<file path="src/rtl/gray_pkg.sv">
// Shared types, constants and helpers for the gray code monitor.
// FSM states, error cause codes, gray2bin and popcount.
package gray_pkg;

  typedef enum logic [1:0] {
    ST_IDLE  = 2'd0,
    ST_TRACK = 2'd1,
    ST_ERROR = 2'd2
  } state_t;

  localparam logic [1:0] ERR_NONE  = 2'b00;
  localparam logic [1:0] ERR_MULTI = 2'b01;
  localparam logic [1:0] ERR_STEP  = 2'b10;
  localparam logic [1:0] ERR_OVF   = 2'b11;

  // Operates on 8 bits; narrower codes are zero-extended, which
  // leaves the low bits of the result unchanged.
  function automatic logic [7:0] gray2bin(input logic [7:0] g);
    logic [7:0] b;
    b[7] = g[7];
    for (int i = 6; i >= 0; i--) begin
      b[i] = b[i+1] ^ g[i];
    end
    return b;
  endfunction

  function automatic logic [3:0] popcount(input logic [7:0] v);
    logic [3:0] n;
    n = '0;
    for (int i = 0; i < 8; i++) begin
      n = n + {3'b000, v[i]};
    end
    return n;
  endfunction

endpackage

</file>
<file path="src/rtl/gray_to_bin.sv">
// Combinational gray-to-binary converter, W bits (2..8).
// Ports: gray (in, W), bin (out, W).
module gray_to_bin
  import gray_pkg::*;
#(
  parameter int W = 3
) (
  input  logic [W-1:0] gray,
  output logic [W-1:0] bin
);

  logic [7:0] ext;

  always_comb begin
    ext = gray2bin(8'(gray));
    bin = ext[W-1:0];
  end

endmodule

</file>
<file path="src/rtl/gray_monitor.sv">
// Checks a gray counter stream: converts, verifies +1 steps, counts wraps.
// Ports: Clk, Reset(n), Valid, Gray, Ovf_in, Clear -> Bin, Bin_valid, Wrap_count, Err, Err_code, Locked.
module gray_monitor
  import gray_pkg::*;
#(
  parameter int W  = 3,
  parameter int CW = 8
) (
  input  logic          Clk,
  input  logic          Reset,
  input  logic          Valid,
  input  logic [W-1:0]  Gray,
  input  logic          Ovf_in,
  input  logic          Clear,
  output logic [W-1:0]  Bin,
  output logic          Bin_valid,
  output logic [CW-1:0] Wrap_count,
  output logic          Err,
  output logic [1:0]    Err_code,
  output logic          Locked
);

  localparam logic [W-1:0]  BMAX = '1;
  localparam logic [CW-1:0] WMAX = '1;

  state_t        state_q, state_d;
  logic [W-1:0]  prev_gray_q, prev_gray_d;
  logic [W-1:0]  prev_bin_q, prev_bin_d;
  logic          ovf_seen_q, ovf_seen_d;
  logic [W-1:0]  bin_q, bin_d;
  logic          bin_valid_q, bin_valid_d;
  logic [CW-1:0] wrap_q, wrap_d;
  logic          err_q, err_d;
  logic [1:0]    code_q, code_d;

  logic [W-1:0]  g_bin;
  logic [1:0]    cause;

  gray_to_bin #(.W(W)) u_g2b (
    .gray (Gray),
    .bin  (g_bin)
  );

  // Cause of a TRACK-state violation; first match wins.
  always_comb begin
    cause = ERR_NONE;
    if (popcount(8'(Gray ^ prev_gray_q)) != 4'd1) begin
      cause = ERR_MULTI;
    end else if (g_bin != prev_bin_q + W'(1)) begin
      cause = ERR_STEP;
    end else if (!ovf_seen_q && Ovf_in && prev_bin_q != BMAX) begin
      cause = ERR_OVF;
    end else if (ovf_seen_q && !Ovf_in) begin
      cause = ERR_OVF;
    end
  end

  always_comb begin
    state_d     = state_q;
    prev_gray_d = prev_gray_q;
    prev_bin_d  = prev_bin_q;
    ovf_seen_d  = ovf_seen_q;
    bin_d       = bin_q;
    bin_valid_d = 1'b0;
    wrap_d      = wrap_q;
    err_d       = err_q;
    code_d      = code_q;
    if (Clear) begin
      state_d = ST_IDLE;
      err_d   = 1'b0;
      code_d  = ERR_NONE;
      wrap_d  = '0;
    end else if (Valid) begin
      bin_d       = g_bin;
      bin_valid_d = 1'b1;
      prev_gray_d = Gray;
      prev_bin_d  = g_bin;
      ovf_seen_d  = Ovf_in;
      case (state_q)
        ST_IDLE: state_d = ST_TRACK;
        ST_TRACK: begin
          if (cause != ERR_NONE) begin
            state_d = ST_ERROR;
            err_d   = 1'b1;
            code_d  = cause;
          end else if (prev_bin_q == BMAX && wrap_q != WMAX) begin
            wrap_d = wrap_q + CW'(1);
          end
        end
        default: ;
      endcase
    end
  end

  always_ff @(posedge Clk or negedge Reset) begin
    if (!Reset) begin
      state_q     <= ST_IDLE;
      prev_gray_q <= '0;
      prev_bin_q  <= '0;
      ovf_seen_q  <= 1'b0;
      bin_q       <= '0;
      bin_valid_q <= 1'b0;
      wrap_q      <= '0;
      err_q       <= 1'b0;
      code_q      <= ERR_NONE;
    end else begin
      state_q     <= state_d;
      prev_gray_q <= prev_gray_d;
      prev_bin_q  <= prev_bin_d;
      ovf_seen_q  <= ovf_seen_d;
      bin_q       <= bin_d;
      bin_valid_q <= bin_valid_d;
      wrap_q      <= wrap_d;
      err_q       <= err_d;
      code_q      <= code_d;
    end
  end

  assign Bin        = bin_q;
  assign Bin_valid  = bin_valid_q;
  assign Wrap_count = wrap_q;
  assign Err        = err_q;
  assign Err_code   = code_q;
  assign Locked     = (state_q == ST_TRACK);

endmodule

</file>
<file path="config.mk">
export PLATFORM = sky130hd
export DESIGN_NAME = gray_monitor
export DESIGN_NICKNAME = d
export VERILOG_FILES = /design/src/rtl/gray_pkg.sv /design/src/rtl/gray_to_bin.sv /design/src/rtl/gray_monitor.sv
export SDC_FILE = /design/constraint.sdc
export NUM_CORES = 1
export LEC_CHECK = 0
export ABC_AREA = 1
export CAP_MARGIN = 20
export CORE_MARGIN = 4
export CORE_UTILIZATION = 41
export CTS_CLUSTER_DIAMETER = 30
export DETAILED_ROUTE_END_ITERATION = 8
export GPL_ROUTABILITY_DRIVEN = 1
export SLEW_MARGIN = 20
export SYNTH_ARGS = -nofsm -noshare
export SYNTH_HDL_FRONTEND = slang
export SYNTH_HIERARCHICAL = 1
export SYNTH_SLANG_ARGS = --single-unit
</file>
<file path="constraint.sdc">
create_clock -name Clk -period 2.2 [get_ports Clk]
set_input_delay 0.44 -clock Clk [delete_from_list [all_inputs] [get_ports Clk]]
set_output_delay 0.44 -clock Clk [all_outputs]
set_load 0.1 [all_outputs]
</file>
==> impl_metrics.toml, run 1 <==
[logic_synthesis]
synthArstFlopShare = 1.00
ys_top_cells_by_area = "dfrtp_1 (38%), nand2_1 (19%), inv_1 (4.8%)"
synth_cell_type_count = 29
synth-main-ff-cell = "dfrtp_1"
synth_top_area_frac = 0.376
syn_inst = 186
syn_area_per_cell_sq_um = 7.52
synth_area_sq_um = 1400
yosysSeqAreaShare = 0.376
synth.most_common_cell = "nand2_1"
synth_nets = 198
ys_warn_count = 6
yosysTopAreaCell = "dfrtp_1"
synth_edf_count = 0
synth_commonest_cells = "nand2_1 (72), dfrtp_1 (21), inv_1 (18)"
synth.ff_latch_count = 21

[place]
dp.cells = 258
port_buffers = 23
place_area_sq_um = 1690
gp_congestion = 0.877
dp_hpwl_mm = 2.48
dp_slack_ns = -0.181

[sta]
post-route-period-util = 0.932
report.final.setup_viol = 0
worstMarginPinSlew_ns = 0.451
maxSlewHeadroom = 0.699
fin_ws_ns = 0.150
rsz0062_at_grt = "no"
finalSetupTns_ns = 0
fmaxAchievable_mhz = 488
timing_hold_violations_final = 0
slew_viol_final = 0
final.setup_skew_ns = 0.00459
fin_crit_ns = 2.05

[power_and_ir_drop]
p_per_area_nw_per_um2 = 695
p_leak_nw = 0.899
vdd_drop_max_v = 0.000307
finalPower_mw = 1.19

[clocking]
cts_tree = "done"
clk_pin_slew_ns = 0.12
cts_sinks = 21
cts_buffers = 3
cts_buffer_depth = 2
cts-root-buf = "clkbuf_4"
cts_max_level = 1
post-cts-setup-buffers = 0
clk_latency_ns = 0.30

[route]
drt_wl_total_mm = 3.01
routedWlPerCell_microns = 11.5
viasPerCell = 4.83
drc = 0
ant_nets = 0
vias = 1266
drtIter0Drc = 43
detail_route.first_pass.iterations = 4

[final_layout]
layoutNonFillerInstCount = 262
drive_gt1_frac = 0.243
syn_to_final_growth_pct = 22.9
diodes = 0
nNetsFinal = 231
final_area_sq_um = 1720

[job]
maxCapViolations = 0

[floorplan]
num_rows = 20
initial_core_util = 0.444
io_pins = 24
core_sq_um = 3150
die_width_microns = 66.4
die_y_microns = 66.4
dieArea_sq_um = 4410

[critical_path]
arrival_ns = 2.25
path_max_fanout = 7
path_class = "in -> reg"
critical_path_required_ns = 2.40
cp-start-kind = "primary input"
ff2ff_path_depth = 9
critPathCaptureType = "register"

[global_route]
grt_pass1_wl_mm = 5.49
first_global_vias = 1302
antenna_found_initial = 0
grt_max_degree = 22
track_usage = 0.161
overflow = 0

[worst_hold_path]
hp-class = "in -> async"

[outcome]
status = "finished clean"
[area by class of cell]
class | instances | area [sq um]
Clock buffer | 3 | 22.5
Clock inverter | 1 | 5.00
Tap cell | 44 | 55.1
Timing Repair Buffer | 32 | 258
Fill cell | 328 | 1430
Sequential cell | 21 | 528
Inverter | 22 | 82.6
Multi-Input combinational cell | 139 | 768
[cells in the final DEF, fill, tap and decap left out, types with 2 or more instances in the layout]
cell              n
a21oi_1           2
buf_4            25
clkbuf_4          3
clkdlybuf4s50_1   7
dfrtp_1          19
dfrtp_2           2
ha_1              3
inv_1            18
inv_2             4
nand2_1          71
nand2_2           3
nand3_1           8
nand3_2           2
nand4_1           8
nor2_1           14
nor2_2            3
nor2_4            2
o21ai_0           6
o21bai_1          2
xor2_1            4
[registers in the layout, summed over array words and instances (netlist names)]
register and flops:
Bin_valid 1, state_q 2, Bin 3, Err 1
ovf_seen_q 1, prev_gray_q 3, Wrap_count 8, Err_code 2
[power by group]
| group | leakage [nW] | internal [mW] | switching, mW | total [mW] |
|---|---|---|---|---|
| logic | 0.609 | 0.152 | 0.392 | 0.544 |
| registers | 0.273 | 0.427 | 0.0414 | 0.468 |
| clock network | 0.0177 | 0.0677 | 0.114 | 0.182 |
| total | 0.899 | 0.646 | 0.548 | 1.19 |
[cell families after synthesis]
group                    count (synthesis)  synth area share
AND/OR/NAND/NOR                        116             0.396
buffers and inverters                   26            0.0769
flip-flops                              21             0.376
AO/OA/AOI/OAI                           13            0.0671
XOR/XNOR                                 6            0.0429
adder cells (fa/ha/maj)                  4            0.0411
[critical path, stage by stage]
cell and delay, ns:
clkdlybuf4s50_1 0.44, xor2_1 0.17, fa_1 0.54, inv_1 0.06, nor2_4 0.11, nand4_4 0.14
nand2_4 0.13, nand3_4 0.10, nand2_1 0.09, nand2_1 0.05
[routing by layer]
metal,track usage,part of all wire,up-vias
met5,0,0,-
met3,0.0221,0.041,4
met2,0.305,0.53,22
met4,0.0533,0.010,0
li1,-,-,645
met1,0.182,0.42,595
[repair_timing]
action	in CTS	in global routing
setup endpoints to repair	0	1
hold buffers	0	0
gates resized for setup	0	1
[path summary, 6_finish.rpt]
kind / startpoint / end / slack (ns)
max: Gray[0] / Wrap_count[7] / 0.15
min: Reset / Wrap_count[3] / 0.47
max reg2reg: prev_gray_q[0] / Wrap_count[7] / 0.30
min reg2reg: Err / Err / 0.50
max in group asynchronous: Reset / Bin[0] / 1.50
min in group Clk: Err / Err / 0.50
[through the flow]
step                utilization  hold slack, ns
floorplan                     -           0.144
CTS                       0.544           0.473
detailed placement        0.536           0.479
global route              0.545           0.483
global placement          0.536           0.470
finish                    0.545           0.474
Note: power is estimated with default switching activity, not from simulation.
==> run 2, diff against run 1 <==
clock period = 2.6 ns   (was 2.2 ns; I/O delays follow)
==> impl_metrics.toml, run 2 (synthesized netlist as in run 1, its figures left out) <==
[floorplan]
io_pins = 24
initial_core_util = 0.444
die_width_microns = 66.4
num_rows = 20
dieArea_sq_um = 4410
die_y_microns = 66.4
core_sq_um = 3150

[clocking]
cts_sinks = 21
cts_resized = 0
cts_buffer_depth = 2
cts_hold_buffers = 0
post-cts-setup-buffers = 0
cts-root-buf = "clkbuf_4"
clk_latency_ns = 0.31
cts_buffers = 3
cts_max_level = 1
cts_tree = "done"
clk_pin_slew_ns = 0.14

[final_layout]
drive_gt1_frac = 0.215
final_cell_mix = "nand2_1 (72), dfrtp_1 (21), buf_4 (21)"
final_core_util = 0.534
final_common_cell = "nand2_1"
nNetsFinal = 227
diodes = 0
largest_reg_flops = 8
syn_to_final_growth_pct = 20.4

[sta]
report.final.setup_viol = 0
post-route-period-util = 0.830
fin_crit_ns = 2.16
fin_ws_ns = 0.441
final.setup_skew_ns = 0.0149
fmaxAchievable_mhz = 463
hold-worst-slack_ns = 0.515
worstMarginPinSlew_ns = 0.700
slew_viol_final = 0
timing_hold_violations_final = 0
finalSetupTns_ns = 0
maxSlewHeadroom = 0.532
rsz0062_at_grt = "no"

[power_and_ir_drop]
p_per_area_nw_per_um2 = 603
netSwitchingPower_mw = 0.474
p_leak_nw = 0.882
intPower_mw = 0.541
p_seq_frac = 0.388
clkPwrFrac = 0.162
power.share.switching = 0.467
vdd_drop_max_v = 0.000300
finalPower_mw = 1.02
pwr-share-comb = 0.451

[place]
dp_slack_ns = 0.116
dp_hpwl_mm = 2.40
gp_congestion = 0.857
port_buffers = 23

[global_route]
first_global_vias = 1224
grt_pass1_wl_mm = 5.41
track_usage = 0.155
grt_max_degree = 22
antenna_found_initial = 0
overflow = 0

[route]
vias = 1232
ant_nets = 0
viasPerCell = 4.78
detail_route.first_pass.iterations = 4
routedWlPerCell_microns = 11.7
drtIter0Drc = 88
drt_wl_total_mm = 3.03
drc = 0

[worst_hold_path]
hold_path_depth = 2
hp-start = "Err"
holdPathEnd = "Err"
hp-class = "reg -> reg"

[critical_path]
cp-start-kind = "primary input"
worst_path_max_delay_cell = "clkdlybuf4s50_1"
reg2reg_to = "Wrap_count[2]"
critical_path_required_ns = 2.80
critical_path.cell_chain = "clkdlybuf4s50_1 > xor2_1 > fa_1 > inv_1 > nor2_4 > nand4_4 > nand2_4 > nand3_4 > nand2_1 > nand2_1"
worstReg2RegStart = "prev_gray_q[0]"
arrival_ns = 2.36
path_class = "in -> reg"
critPathCaptureType = "register"
slowest_delay_ns = 0.49
path_max_fanout = 7
ff2ff_path_depth = 9
r2r_slack_ns = 0.70
cp_common_cell = "nand2_1"

[job]
maxCapViolations = 0

[outcome]
status = "finished clean"
## run 2: cell count changes in the layout (fill, tap and decap cells not counted)
cell,before,now
buf_4,25,21
dfrtp_2,2,0
nand2_2,3,2
nand2_1,71,72
dfrtp_1,19,21
## run 2: worst max path at each step
stage | startpoint | to | cells past startpoint
after floorplan | Bin[0] | Wrap_count[3] | 11
after global placement | Gray[2] | Wrap_count[2] | 10
after detailed placement | Gray[2] | Wrap_count[2] | 10
after CTS | Gray[2] | Wrap_count[2] | 10
after global routing | Gray[2] | Wrap_count[5] | 10
final | Gray[2] | Wrap_count[2] | 10
## run 2: power groups by stage
stage	clock, mW	combinational, mW	sequential [mW]
floorplan	0	0.184	0.564
global placement	0	0.453	0.399
detailed placement	0	0.460	0.401
CTS	0.168	0.462	0.394
global route	0.183	0.494	0.401
finish	0.164	0.457	0.394
## run 2: layout make-up
class	instances	area [sq um]
fill	313	1470
multi-input combinational	139	766
sequential	21	526
timing repair buffer	28	228
inverter	22	82.6
tap	44	55.1
clock buffer	3	22.5
clock inverter	1	5.00
## run 2: critical path: cells and delay by family
family	cells	cell delay [ns]
and+or+nand+nor	6	0.62
adders and majority gates	1	0.49
xor gates and xnor gates	1	0.19
buffers and inverters	2	0.55
## run 2: per-layer routing
metal | wire length [microns] | GRT usage
met3 | 133 | 0.0289
met1 | 1330 | 0.184
met2 | 1540 | 0.285
met5 | 0 | 0
met4 | 21 | 0.0381
## run 2: metrics by stage
step	instances	cell area, sq um
after floorplan	186	1400
after global placement	254	1660
after detailed placement	254	1660
after CTS	258	1680
after global routing	258	1680
final	258	1680
